<file path="src/rtl/pad_bank_pkg.sv">
// Shared constants for the pad bank controller.
// Register word addresses and register-port address width.
package pad_bank_pkg;

    localparam int ADDR_W = 3;

    localparam logic [ADDR_W-1:0] REG_DIR     = 3'd0;
    localparam logic [ADDR_W-1:0] REG_OUT     = 3'd1;
    localparam logic [ADDR_W-1:0] REG_IN      = 3'd2;
    localparam logic [ADDR_W-1:0] REG_IRQ_EN  = 3'd3;
    localparam logic [ADDR_W-1:0] REG_RISE_EN = 3'd4;
    localparam logic [ADDR_W-1:0] REG_FALL_EN = 3'd5;
    localparam logic [ADDR_W-1:0] REG_STATUS  = 3'd6;
    localparam logic [ADDR_W-1:0] REG_OUT_TGL = 3'd7;

endpackage

</file>
<file path="src/rtl/pad_in_filter.sv">
// Single-pin input path: two-flop synchroniser, stability filter
// and rise/fall detection aligned with the filtered-value update.
module pad_in_filter #(
    parameter int   FILTER_CYCLES = 1,
    parameter logic IDLE_LEVEL    = 1'b0
) (
    input  logic clk,
    input  logic rst_n,
    input  logic pad,
    output logic filt,
    output logic rise,
    output logic fall
);

    localparam int CW = $clog2(FILTER_CYCLES) + 1;

    logic          sync1;
    logic          sync2;
    logic          filt_next;
    logic [CW-1:0] cnt;
    logic [CW-1:0] cnt_next;

    // Any bounce back to the filtered level restarts the count.
    always_comb begin
        filt_next = filt;
        cnt_next  = '0;
        if (sync2 != filt) begin
            if (cnt == CW'(FILTER_CYCLES - 1))
                filt_next = sync2;
            else
                cnt_next = cnt + 1'b1;
        end
    end

    assign rise = filt_next & ~filt;
    assign fall = ~filt_next & filt;

    always_ff @(posedge clk or negedge rst_n) begin
        if (!rst_n) begin
            sync1 <= IDLE_LEVEL;
            sync2 <= IDLE_LEVEL;
            filt  <= IDLE_LEVEL;
            cnt   <= '0;
        end else begin
            sync1 <= pad;
            sync2 <= sync1;
            filt  <= filt_next;
            cnt   <= cnt_next;
        end
    end

endmodule

</file>
<file path="src/rtl/pad_bank_ctrl.sv">
// Register-programmable bank of bidirectional pads with filtered
// inputs, edge capture and a masked level interrupt.
import pad_bank_pkg::*;

module pad_bank_ctrl #(
    parameter int   N             = 8,
    parameter int   FILTER_CYCLES = 1,
    parameter logic IDLE_LEVEL    = 1'b0
) (
    input  logic              soc_clk,
    input  logic              soc_aresetn,
    input  logic              reg_req,
    input  logic              reg_we,
    input  logic [ADDR_W-1:0] reg_addr,
    input  logic [N-1:0]      reg_wdata,
    output logic [N-1:0]      reg_rdata,
    output logic              reg_ack,
    input  logic [N-1:0]      pad_i,
    output logic [N-1:0]      pad_o,
    output logic [N-1:0]      pad_t,
    output logic              irq
);

    logic [N-1:0] dir;
    logic [N-1:0] out;
    logic [N-1:0] irq_en;
    logic [N-1:0] rise_en;
    logic [N-1:0] fall_en;
    logic [N-1:0] status;
    logic [N-1:0] status_clr;
    logic [N-1:0] status_set;
    logic [N-1:0] filt;
    logic [N-1:0] rise;
    logic [N-1:0] fall;
    logic [N-1:0] rd_val;
    logic         wr;
    logic         rd;

    for (genvar i = 0; i < N; i++) begin : g_pin
        pad_in_filter #(
            .FILTER_CYCLES(FILTER_CYCLES),
            .IDLE_LEVEL   (IDLE_LEVEL)
        ) u_filt (
            .clk  (soc_clk),
            .rst_n(soc_aresetn),
            .pad  (pad_i[i]),
            .filt (filt[i]),
            .rise (rise[i]),
            .fall (fall[i])
        );
    end

    assign wr = reg_req & reg_we;
    assign rd = reg_req & ~reg_we;

    assign pad_t = dir;
    assign pad_o = out;

    // A fresh event outranks a same-cycle clear.
    assign status_clr = (wr && reg_addr == REG_STATUS) ? reg_wdata : '0;
    assign status_set = (rise & rise_en) | (fall & fall_en);

    always_comb begin
        rd_val = '0;
        case (reg_addr)
            REG_DIR:     rd_val = dir;
            REG_OUT:     rd_val = out;
            REG_IN:      rd_val = filt;
            REG_IRQ_EN:  rd_val = irq_en;
            REG_RISE_EN: rd_val = rise_en;
            REG_FALL_EN: rd_val = fall_en;
            REG_STATUS:  rd_val = status;
            default:     rd_val = '0;
        endcase
    end

    always_ff @(posedge soc_clk or negedge soc_aresetn) begin
        if (!soc_aresetn) begin
            dir       <= '1;
            out       <= '0;
            irq_en    <= '0;
            rise_en   <= '0;
            fall_en   <= '0;
            status    <= '0;
            reg_ack   <= 1'b0;
            reg_rdata <= '0;
            irq       <= 1'b0;
        end else begin
            if (wr) begin
                case (reg_addr)
                    REG_DIR:     dir     <= reg_wdata;
                    REG_OUT:     out     <= reg_wdata;
                    REG_IRQ_EN:  irq_en  <= reg_wdata;
                    REG_RISE_EN: rise_en <= reg_wdata;
                    REG_FALL_EN: fall_en <= reg_wdata;
                    REG_OUT_TGL: out     <= out ^ reg_wdata;
                    default:     ;
                endcase
            end
            status    <= (status & ~status_clr) | status_set;
            reg_ack   <= reg_req;
            reg_rdata <= rd ? rd_val : '0;
            irq       <= |(status & irq_en);
        end
    end

endmodule

</file>
<file path="config.mk">
export PLATFORM = sky130hd
export DESIGN_NAME = pad_bank_ctrl
export DESIGN_NICKNAME = d
export VERILOG_FILES = /design/src/rtl/pad_bank_pkg.sv /design/src/rtl/pad_in_filter.sv /design/src/rtl/pad_bank_ctrl.sv
export SDC_FILE = /design/constraint.sdc
export NUM_CORES = 1
export LEC_CHECK = 0
export BUFFER_PORTS_ARGS = -buffer_cell sky130_fd_sc_hd__buf_2
export CAP_MARGIN = 0
export CORE_ASPECT_RATIO = 0.5
export CORE_UTILIZATION = 51
export DETAILED_ROUTE_END_ITERATION = 12
export HOLD_SLACK_MARGIN = 0.02
export PLACE_DENSITY_LB_ADDON = 0.25
export SLEW_MARGIN = 20
export SYNTH_ARGS = -nofsm -noshare
export SYNTH_HDL_FRONTEND = slang
export SYNTH_SLANG_ARGS = --single-unit
</file>
<file path="constraint.sdc">
create_clock -name soc_clk -period 1 [get_ports soc_clk]
set_input_delay 0.2 -clock soc_clk [delete_from_list [all_inputs] [get_ports soc_clk]]
set_output_delay 0.2 -clock soc_clk [all_outputs]
set_load 0.01 [all_outputs]
</file>
; ---- After elaboration in Yosys (flattened, before gate mapping)
; Cells that the tools add are included.
[word_totals]
ff_bits = 90
output_inout_bits = 26
[op_classes]
n_addsub = 8
n_eq_ne = 15
n_mux = 36
bitwise = 43
n_reduce_logical = 9
[ops]
columns = operator, n
row1 = case mux 8 bit (7 select lines), 1
row2 = AND 8 bit, 4
row3 = 2-to-1 mux 1 bit, 32
row4 = AND 1 bit, 18
row5 = NOT 1 bit, 17
row6 = 2-to-1 mux 8 bit, 2
row7 = bitwise OR 8 bit, 2
row8 = case mux 8 bit (2 select lines), 1
row9 = == test 3 bit (second input constant), 4
row10 = AND reduction 2 bit, 5
row11 = adder 1 bit (second input constant), 8
row12 = != test 1 bit, 8
row13 = NOT 8 bit, 1
row14 = OR reduction 8 bit, 1
row15 = bitwise XOR 8 bit, 1
row16 = == test 3 x 2 -> 1 bit (second input constant), 2
row17 = == test 3 x 1 -> 1 bit (second input constant), 1
row18 = zero test 3 bit, 1
row19 = nonzero test 2 bit, 1
row20 = logical AND 1 bit, 1

; ---- Longest topological paths before layout
; Gate-level depths: netlist of the first run.
[logic_depth]
depth_word = 7
mapped_depth = 6

; ---- Hierarchy
; From an unflattened synthesis of the first run, not the netlist that was laid out.
[hier_totals]
cells_unflattened = 283
hier_area_um2 = 3632.2
[modules_own_cells]
columns = module, n_inst, cells_per_inst, area_each_um2, seq_area_each_um2
row1 = pad_bank_ctrl, 1, 235, 2881.5, 1461.4
row2 = pad_in_filter, 8, 6, 93.8, 75.1

; ---- Worst setup path after synthesis of the first run
; No wires, ideal clock.
[synth_path]
kind = in2reg
start = input port reg_addr[0]
end = register reg_rdata[1]
setup_time_ps = 132
arrival_ps = 1124
setup_slack_ps = -256
path_stages = 5
path_buffers = 2
path_cell_list = buf_2 > buf_2 > mux2_2 > a21oi_1 > a21oi_1
[synth_between]
elab_chain_cells = 3
elab_cells_between_ends = 9
cone_classes = 6 x eq/ne / 2 x mux / 1 x reduce/logical
[synth_rtl]
columns = item, line_no
row1 = from (decl), pad_bank_ctrl.sv:14  ; input logic [ADDR_W-1:0] reg_addr,
row2 = == test 3 bit (tied with other cells), pad_bank_ctrl.sv:65  ; case (reg_addr)
row3 = case mux 8 bit (7 select lines) (*), pad_bank_ctrl.sv:65
row4 = 2-to-1 mux 8 bit (*), pad_bank_ctrl.sv:102  ; reg_rdata <= rd ? rd_val : '0;
row5 = to (signal assigned), pad_bank_ctrl.sv:102
row6 = to (decl), pad_bank_ctrl.sv:16  ; output logic [N-1:0] reg_rdata,
; Mark *: on every way between the ends. The rest lies on a longest branch, timed or not.
; A chain may end at the register's enable or synchronous reset.

; ---- Worst setup path in the final report of the first run
[layout_path]
start = register dir[6] (netlist: pad_t[6])
end = output port pad_t[6]
[layout_rtl]
columns = item, line_no
row1 = from (decl), pad_bank_ctrl.sv:24  ; logic [N-1:0] dir;
row2 = from (signal assigned), pad_bank_ctrl.sv:91  ; REG_DIR: dir <= reg_wdata;
row3 = to (decl), pad_bank_ctrl.sv:20  ; output logic [N-1:0] pad_t,
; No word-level cell between the ends.

==> summary.txt, run 1 <==
Clock slew at the register clock pins of the worst setup and hold paths - 0.06 ns
Placer congestion estimate - 0.866
DIE AREA - 0.00721 mm^2
Pwr Density - 2110 mW/mm^2
Largest net degree at the start of global routing - 23
Post-DR vias/cell - 5.60
# nets final - 442
WL per Instance - 19.0 um
Post-synth EDFFs - 0
Hpwl dp - 6200 um
H-tree Lvls - 3
Reg2Reg Setup Slack - -0.22 ns
Failing checks - setup timing
Clk Latency, worst-skew pair - 0.35 ns
Leakage - 0.00233 uW
Ys flop type - dfrtp_1
Worst Hold End - reg_ack$_DFF_PN0_
WL final - 9730 um
Mean post-synth cell area - 11.9 um^2
Final hold violations - 0
Number of antenna violations at the first check in global routing - 0
Post-synth cell types - 36
Sequential cell area fraction in the yosys report - 59.0%
Net Count, Synth - 318
Worst setup path class - register to output port
Synth Cell Area - 0.00350 mm^2
Hold path depth - 1
Final setup TNS - -3.79 ns
Area of the multi-input gates - 0.00145 mm^2
Fin Clk Skew - 0.00712 ns
XOR/XNOR Fraction of Synth Area - 2.00%
Vias in the first global route - 2831
Synthesized flop and latch total - 82
Die Y - 60.6 um
Synth warnings - 0
Bufs on Longest Clock Path - 2
Max frequency - 0.783 GHz
Antenna cells - 0
RR Endpoint - reg_rdata[3]$_DFF_PN0_
Row count - 20
Commonest non-fill, non-tap cells in the layout - 74 x dfrtp_1, 57 x buf_4, 43 x nand2_1, 33 x buf_2, 29 x buf_6
Total power - 10700 uW
1st-iter DRT viols - 228
Max FO, Critical Path - 2
Post-Synth Adder-Cell Area - 0%
Async set-or-reset flop fraction in the synthesized netlist - 100%
Top cell type's share of synthesized area - 53.0%
VDD IR max - 1650 uV
Antenna-violating nets left - 0
Root buf cell - clkbuf_16
Cell count of the worst reg-to-reg path - 4
HP Start - reg_req
Worst slew pin tran - 0.358 ns
Worst EP arrival - 1.08 ns
Max-slew violations - 0
Compound-Gate Fraction of Synth Area - 12.4%
R2R Path Start - pad_t[3]$_DFFE_PN1P_
First-pass GRT wire length - 14900 um
Core area - 0.00633 mm^2
Most common cell after layout, fill and taps aside - dfrtp_1
# clock sinks - 82
Final setup vio count - 34
Port Buffers - 48
Initial Util - 55.2%
Fillcell total - 367
RSZ-0062 raised after global routing - yes
Synthesis-to-layout area growth - 44.7%
Status - finished, violations left
TritonCTS Buffers - 9
Simple-gate share of the synthesized area - 11.6%
CP startpoint kind - register
Gr ovfl total - 0
Chip Width - 119 um
Largest cells by area after synthesis - dfrtp_1 53%, dfstp_2 6.0%, mux2_2 5.2%, nand2_1 4.9%, o21ai_2 3.5%
Post-Syn Instances - 295
Worst setup margin - -0.277 ns
I/O pins - 49
DR vias - 2866
Critical Path End Type - output port
Hold WC Path Type - primary input to register
Maximum Capacitance Violations - 0
Req. time, crit path - 0.80 ns
Relative slew slack - 76.0%
Main combinational cell family by area after synthesis - compound AO/OA/AOI/OAI gates
Area leader, netlist - dfrtp_1
CTS tree - yes
GR Util All Layers - 28.9%
TritonRoute pass-1 iters - 5
Final worst-path cycle share - 128%
Layout cells sized above 1 - 50.5%
Mux share of post-synthesis cell area - 11.0%
Reg area - 0.00206 mm^2
Tmin final - 1.28 ns
DR DRC count - 0
==> area by class of cell <==
class / instances / share of cell area [%]
Sequential cell: 82 / 40.8
Clock buffer: 9 / 4.45
Tap cell: 88 / 2.18
Clock inverter: 7 / 1.61
Timing Repair Buffer: 133 / 21.7
Multi-Input combinational cell: 184 / 28.7
Inverter: 9 / 0.668
==> sequential cells by signal, summed over array words and instances, names as in the netlist <==
| register | flops |
|---|---|
| status | 8 |
| irq | 1 |
| g_pin.u_filt.sync2 | 8 |
| rise_en | 8 |
| g_pin.u_filt.sync1 | 8 |
| pad_o | 8 |
| irq_en | 8 |
| pad_t | 8 |
| g_pin.u_filt.filt | 8 |
| fall_en | 8 |
| reg_rdata | 8 |
| reg_ack | 1 |
==> through the flow <==
stage / cells / instance area, um^2 / hold WS (ns) / utilization (%) / setup slack, ns
final: 512 / 5060 / 0.0433 / 79.9 / -0.277
after global routing: 512 / 5060 / 0.0397 / 79.9 / -0.300
after CTS: 510 / 4940 / 0.0359 / 78.0 / -0.276
after detailed placement: 469 / 4290 / 0.113 / 67.7 / -0.445
after global placement: 469 / 4290 / 0.107 / 67.7 / -0.403
after floorplan: 295 / 3600 / -0.0956 / - / -0.159
==> how the worst max path moves through the flow <==
stage	startpoint	to	slack (ns)	cells past startpoint
floorplan	reg_addr[1]	fall_en[5]$_DFFE_PN0P_	-0.16	4
global placement	reg_addr[1]	status[6]$_DFF_PN0_	-0.40	6
detailed placement	reg_addr[1]	status[3]$_DFF_PN0_	-0.45	6
CTS	pad_t[6]$_DFFE_PN1P_	pad_t[6]	-0.28	2
global route	pad_t[6]$_DFFE_PN1P_	pad_t[6]	-0.30	2
finish	pad_t[6]$_DFFE_PN1P_	pad_t[6]	-0.28	2
==> critical path, cell delays in order (launching register included) <==
cell	delay, ns
dfstp_2	0.55
buf_6	0.10
buf_6	0.09
==> synthesized netlist by cell type (all sizes together) (3+ instances only) <==
master and number:
a22oi 7, a31oi 5, o21ai 28, mux2 24, nand3 3, dfstp 8
xor2 8, a21oi 7, buf 11, clkbuf 9, nor2b 3, inv 9
nand3b 11, mux2i 7, nor2 9, dfrtp 74, a32oi 6, o211ai 8
nand2 46
==> cell families (layout without fill, tap and decap cells) <==
family / after synthesis / count (layout)
AOI/OAI and AO/OA: 62 / 62
and+or+nand+nor: 81 / 81
buffers and inverters: 29 / 158
xor gates and xnor gates: 8 / 8
DFF: 82 / 82
muxes: 33 / 33
==> layer usage <==
layer  vias up  global-route usage [%]  routed length, um
li1       1291                       -                  -
met1      1454                    37.9               4320
met2       112                    46.8               4690
met3         9                    10.6                637
met4         0                    7.23                 75
met5         -                       0                  0
==> where the power goes <==
group	internal, uW	switching, uW
logic	1640	1200
registers	3940	491
clock network	1980	1430
==> timing repair <==
item | in CTS | in global routing
pin swaps | 12 | 11
hold endpoints to repair | 25 | 0
setup buffers | 16 | 5
setup endpoints to repair | 54 | 56
hold buffers | 9 | 0
gates resized for setup | 31 | 29
Note: power is estimated with default switching activity, not from simulation.
==> run 2: changes to the inputs <==
--- a/config.mk
+++ b/config.mk
@@ -11,7 +11,8 @@
 export CORE_UTILIZATION = 51
 export DETAILED_ROUTE_END_ITERATION = 12
 export HOLD_SLACK_MARGIN = 0.02
-export PLACE_DENSITY_LB_ADDON = 0.25
+export MAX_ROUTING_LAYER = met4
+export PLACE_DENSITY = 0.71
 export SLEW_MARGIN = 20
 export SYNTH_ARGS = -nofsm -noshare
 export SYNTH_HDL_FRONTEND = slang
==> summary.txt, run 2 (synthesis gave the netlist of run 1 again) <==
Status - finished, violations left
Failing checks - setup timing
Core area - 0.00633 mm^2
VDD IR max - 1470 uV
RSZ-0062 raised after global routing - yes
Crit-path slowest cell - dfstp_2
Synthesis-to-layout area growth - 50.1%
Max incr delay on CP - 0.55 ns
Req. time, crit path - 0.80 ns
Root buf cell - clkbuf_16
Reg area - 0.00206 mm^2
Delay-heaviest family, CP - flip-flops
P_int - 7510 uW
TritonRoute pass-1 iters - 5
Antenna-violating nets left - 0
Worst EP arrival - 1.07 ns
Clk Latency, worst-skew pair - 0.34 ns
Worst setup path class - register to output port
Relative slew slack - 77.6%
First-pass GRT wire length - 15500 um
CP startpoint kind - register
TritonCTS Buffers - 9
Sequential share of power - 42.0%
H-tree Lvls - 3
Final setup vio count - 39
# nets final - 449
WL final - 10600 um
Bufs on Longest Clock Path - 2
Largest net degree at the start of global routing - 45
CTS tree - yes
Hold WC Path Type - primary input to register
Initial Util - 55.2%
Vias in the first global route - 2983
Max frequency - 0.788 GHz
Row count - 20
1st-iter DRT viols - 260
DIE AREA - 0.00721 mm^2
CP bufs+invs - 2
Tmin final - 1.27 ns
Worst setup margin - -0.269 ns
Die Y - 60.6 um
Post-DR vias/cell - 5.64
# clock sinks - 82
Maximum Capacitance Violations - 0
Most common cell after layout, fill and taps aside - dfrtp_1
Pwr Density - 2010 mW/mm^2
Gr ovfl total - 0
Critical path cell sequence - buf_6 > buf_6
Combinational power share - 28.1%
Hpwl dp - 6020 um
DR DRC count - 0
Final hold violations - 0
Sw frac - 29.0%
Critical Path End Type - output port
Fillcell total - 310
Max-slew violations - 0
Clk network pwr share - 29.8%
Final worst-path cycle share - 127%
Clock slew at the register clock pins of the worst setup and hold paths - 0.06 ns
Fin Clk Skew - 0.00604 ns
DR vias - 2929
Final Cell Area - 0.00525 mm^2
Chip Width - 119 um
Max FO, Critical Path - 2
Layout cells sized above 1 - 55.2%
Placer congestion estimate - 0.850
I/O pins - 49
Worst slew pin tran - 0.334 ns
Switch Pwr - 3070 uW
Reg2Reg Setup Slack - -0.25 ns
Antenna cells - 0
WL per Instance - 20.5 um
Number of antenna violations at the first check in global routing - 0
GR Util All Layers - 31.0%
Crit-path most repeated cell - buf_6
Placed cell area - 0.00428 mm^2
Commonest non-fill, non-tap cells in the layout - 74 x dfrtp_1, 56 x buf_4, 32 x buf_2, 32 x buf_6, 28 x nand2_1
Area of the multi-input gates - 0.00150 mm^2
Leakage - 0.00242 uW
Worst slack at placement - -0.475 ns
Port Buffers - 48
==> run 2: tightest hold or removal path: cells and delay by family <==
| kind | cells | cell delay (ns) |
|---|---|---|
| XOR/XNOR | 1 | 0.05 |
| AND/OR/NAND/NOR | 1 | 0.06 |
| buffers and inverters | 1 | 0.13 |
==> run 2: final timing paths <==
check | depth (start not counted) | start | endpoint
max in group asynchronous | 3 | soc_aresetn | pad_t[3]$_DFFE_PN1P_
max reg2reg | 3 | rise_en[5]$_DFFE_PN0P_ | reg_rdata[5]$_DFF_PN0_
min in group asynchronous | 3 | soc_aresetn | g_pin[6].u_filt.filt$_DFF_PN0_
min reg2reg | 0 | g_pin[4].u_filt.sync1$_DFF_PN0_ | g_pin[4].u_filt.sync2$_DFF_PN0_
min | 3 | reg_wdata[4] | pad_o[4]$_DFFE_PN0P_
max | 2 | pad_t[5]$_DFFE_PN1P_ | pad_t[5]
==> run 2: metal layers <==
metal	routed length [um]	share of wire, %	track usage [%]	up-vias
met2	5220	49	51.4	163
met5	0	0	-	-
met1	4410	41	37.5	1445
met3	859	8.1	8.36	24
li1	-	-	-	1297
met4	152	1.4	11.0	0
==> run 2: power groups by stage <==
stage / sequential, uW / clock [uW] / combinational [uW]
floorplan: 4450 / 0 / 976
global placement: 4410 / 0 / 1960
detailed placement: 4430 / 0 / 2040
CTS: 4380 / 3180 / 2650
global route: 4470 / 3320 / 3150
finish: 4450 / 3150 / 2980
==> run 2: timing repair <==
action	CTS	global route
hold endpoints to repair	83	0
endpoints found under the setup margin	54	55
pin swaps	13	9
resized for setup	59	34
buffers inserted	14	10
hold buffers	10	0
cloned	2	0
==> run 2: final cells by class <==
type / count / area share, %
Sequential cell: 82 / 39.3
Multi-Input combinational cell: 184 / 28.6
Timing Repair Buffer: 140 / 23.8
Clock buffer: 12 / 5.08
Tap cell: 88 / 2.10
Inverter: 9 / 0.643
Clock inverter: 4 / 0.477
==> run 2: per-stage QoR <==
step | total power (uW) | std cells | hold slack [ns] | TNS (ns) | util [%]
2_1_floorplan | 5430 | 295 | -0.0956 | -5.28 | -
3_3_place_gp | 6370 | 467 | 0.193 | -17.16 | 67.7
3_5_place_dp | 6470 | 467 | 0.196 | -18.06 | 67.7
4_1_cts | 10200 | 509 | 0.133 | -3.99 | 79.9
5_1_grt | 10900 | 519 | 0.137 | -5.15 | 82.9
6_report | 10600 | 519 | 0.141 | -4.22 | 82.9
==> run 3: changes to the inputs <==
--- a/config.mk
+++ b/config.mk
@@ -8,11 +8,11 @@
 export BUFFER_PORTS_ARGS = -buffer_cell sky130_fd_sc_hd__buf_2
 export CAP_MARGIN = 0
 export CORE_ASPECT_RATIO = 0.5
-export CORE_UTILIZATION = 51
+export CORE_UTILIZATION = 57
 export DETAILED_ROUTE_END_ITERATION = 12
 export HOLD_SLACK_MARGIN = 0.02
 export MAX_ROUTING_LAYER = met4
-export PLACE_DENSITY = 0.71
+export PLACE_DENSITY = 0.75
 export SLEW_MARGIN = 20
 export SYNTH_ARGS = -nofsm -noshare
 export SYNTH_HDL_FRONTEND = slang
==> constraint.sdc (replaced) <==
create_clock -name soc_clk -period 1.2 [get_ports soc_clk]
set_input_delay 0.24 -clock soc_clk [delete_from_list [all_inputs] [get_ports soc_clk]]
set_output_delay 0.24 -clock soc_clk [all_outputs]
set_load 0.005 [all_outputs]
==> summary.txt, run 3 (synthesis gave the netlist of run 1 again) <==
Die Y - 57.4 um
Clk Latency, worst-skew pair - 0.34 ns
GR Util All Layers - 30.9%
Placed cell area - 0.00407 mm^2
Placer congestion estimate - 0.856
Hpwl dp - 5510 um
CTS tree - yes
Gr ovfl total - 0
Worst slew pin tran - 0.419 ns
Antenna cells - 0
Clock slew at the register clock pins of the worst setup and hold paths - 0.06 ns
DR DRC count - 0
Bufs on Longest Clock Path - 2
Crit-path slowest cell - dfstp_2
Layout cells sized above 1 - 40.4%
H-tree Lvls - 3
Max-slew violations - 0
Critical Path End Type - output port
Final Cell Area - 0.00457 mm^2
Max frequency - 0.811 GHz
Final worst-path cycle share - 103%
First-pass GRT wire length - 14000 um
Failing checks - setup timing
Status - finished, violations left
Antenna-violating nets left - 0
Leakage - 0.00211 uW
Commonest non-fill, non-tap cells in the layout - 74 x dfrtp_1, 44 x nand2_1, 43 x buf_2, 42 x buf_4, 16 x mux2_2
VDD IR max - 1530 uV
Chip Width - 113 um
Hold WC Path Type - primary input to register
Max incr delay on CP - 0.55 ns
CP startpoint kind - register
Most common cell after layout, fill and taps aside - dfrtp_1
Final hold violations - 0
DR WL met2 - 4010 um
Fin Clk Skew - 0.00401 ns
Met3 routed WL - 651 um
# nets final - 412
Largest net degree at the start of global routing - 83
Core area - 0.00568 mm^2
Worst setup margin - -0.0338 ns
Vias in the first global route - 2730
Critical path cell sequence - buf_2
Initial Util - 61.6%
TritonRoute pass-1 iters - 4
DIE AREA - 0.00647 mm^2
Placed insts - 434
Max FO, Critical Path - 3
Final setup vio count - 7
Delay-heaviest family, CP - flip-flops
Final setup TNS - -0.135 ns
Post-DR vias/cell - 5.69
Tmin final - 1.23 ns
Number of antenna violations at the first check in global routing - 0
Row count - 19
Req. time, crit path - 0.96 ns
Worst slack at placement - -0.232 ns
RSZ-0062 raised after global routing - yes
Relative slew slack - 72.1%
WL final - 8420 um
Worst setup path class - register to output port
I/O pins - 49
1st-iter DRT viols - 257
Worst EP arrival - 0.99 ns
Port Buffers - 48
Total power - 8080 uW
Non-Filler Instances - 467
CP bufs+invs - 1
Met1 wire length - 3540 um
Maximum Capacitance Violations - 0
DR vias - 2655
# clock sinks - 82
Top layer in use - met4
Root buf cell - clkbuf_16
Pwr Density - 1770 mW/mm^2
WL per Instance - 18.0 um
Synthesis-to-layout area growth - 30.8%
TritonCTS Buffers - 9
## run 3: cell count changes in the layout (fill, tap and decap cells not counted), moves of 11 or more
cell and delta:
nand2_2 -15, buf_6 -27, mux2_4 -16, buf_2 +11, nand2_1 +16, buf_4 -14
## run 3: repair_timing
action | CTS | global route
endpoints found under the setup margin | 8 | 12
resized for setup | 0 | 8
pin swaps | 0 | 4
buffers inserted | 6 | 2
hold endpoints to repair | 82 | 0
hold buffers | 9 | 0
## run 3: worst paths after layout
| path | start | endpoint | slack [ns] | cells past startpoint |
|---|---|---|---|---|
| max in group asynchronous | soc_aresetn | pad_t[0]$_DFFE_PN1P_ | 0.37 | 3 |
| min in group asynchronous | soc_aresetn | fall_en[3]$_DFFE_PN0P_ | 0.47 | 3 |
| hold / removal | reg_req | reg_ack$_DFF_PN0_ | 0.06 | 1 |
| setup reg to reg | rise_en[3]$_DFFE_PN0P_ | reg_rdata[3]$_DFF_PN0_ | -0.03 | 3 |
| hold reg to reg | g_pin[4].u_filt.sync1$_DFF_PN0_ | g_pin[4].u_filt.sync2$_DFF_PN0_ | 0.35 | 0 |
| setup / recovery | pad_t[3]$_DFFE_PN1P_ | pad_t[3] | -0.03 | 1 |
## run 3: cell type report
cell class / instances / area [um^2]
Clock inverter: 6 / 80.1
Multi-Input combinational cell: 184 / 1310
Sequential cell: 82 / 2060
Tap cell: 73 / 91.3
Clock buffer: 10 / 239
Inverter: 9 / 33.8
Timing Repair Buffer: 103 / 757
Fill cell: 355 / 1110
## run 3: power breakdown
| group | internal (uW) | switching, uW | leakage (uW) |
|---|---|---|---|
| Sequential | 3280 | 381 | 0.000966 |
| Combinational | 804 | 690 | 0.000986 |
| Clock | 1860 | 1060 | 0.000162 |
| Total | 5950 | 2130 | 0.00211 |
## run 3: layer usage
| layer | vias up | global-route usage (%) |
|---|---|---|
| li1 | 1222 | - |
| met1 | 1301 | 39.0 |
| met2 | 105 | 46.6 |
| met3 | 27 | 9.56 |
| met4 | 0 | 13.1 |
| met5 | - | - |
## run 3: per-stage QoR
step,hold slack [ns],utilization (%)
floorplan,-0.0556,-
global placement,0.294,71.6
detailed placement,0.301,71.6
CTS,0.0454,79.6
global route,0.0434,80.5
finish,0.0562,80.5
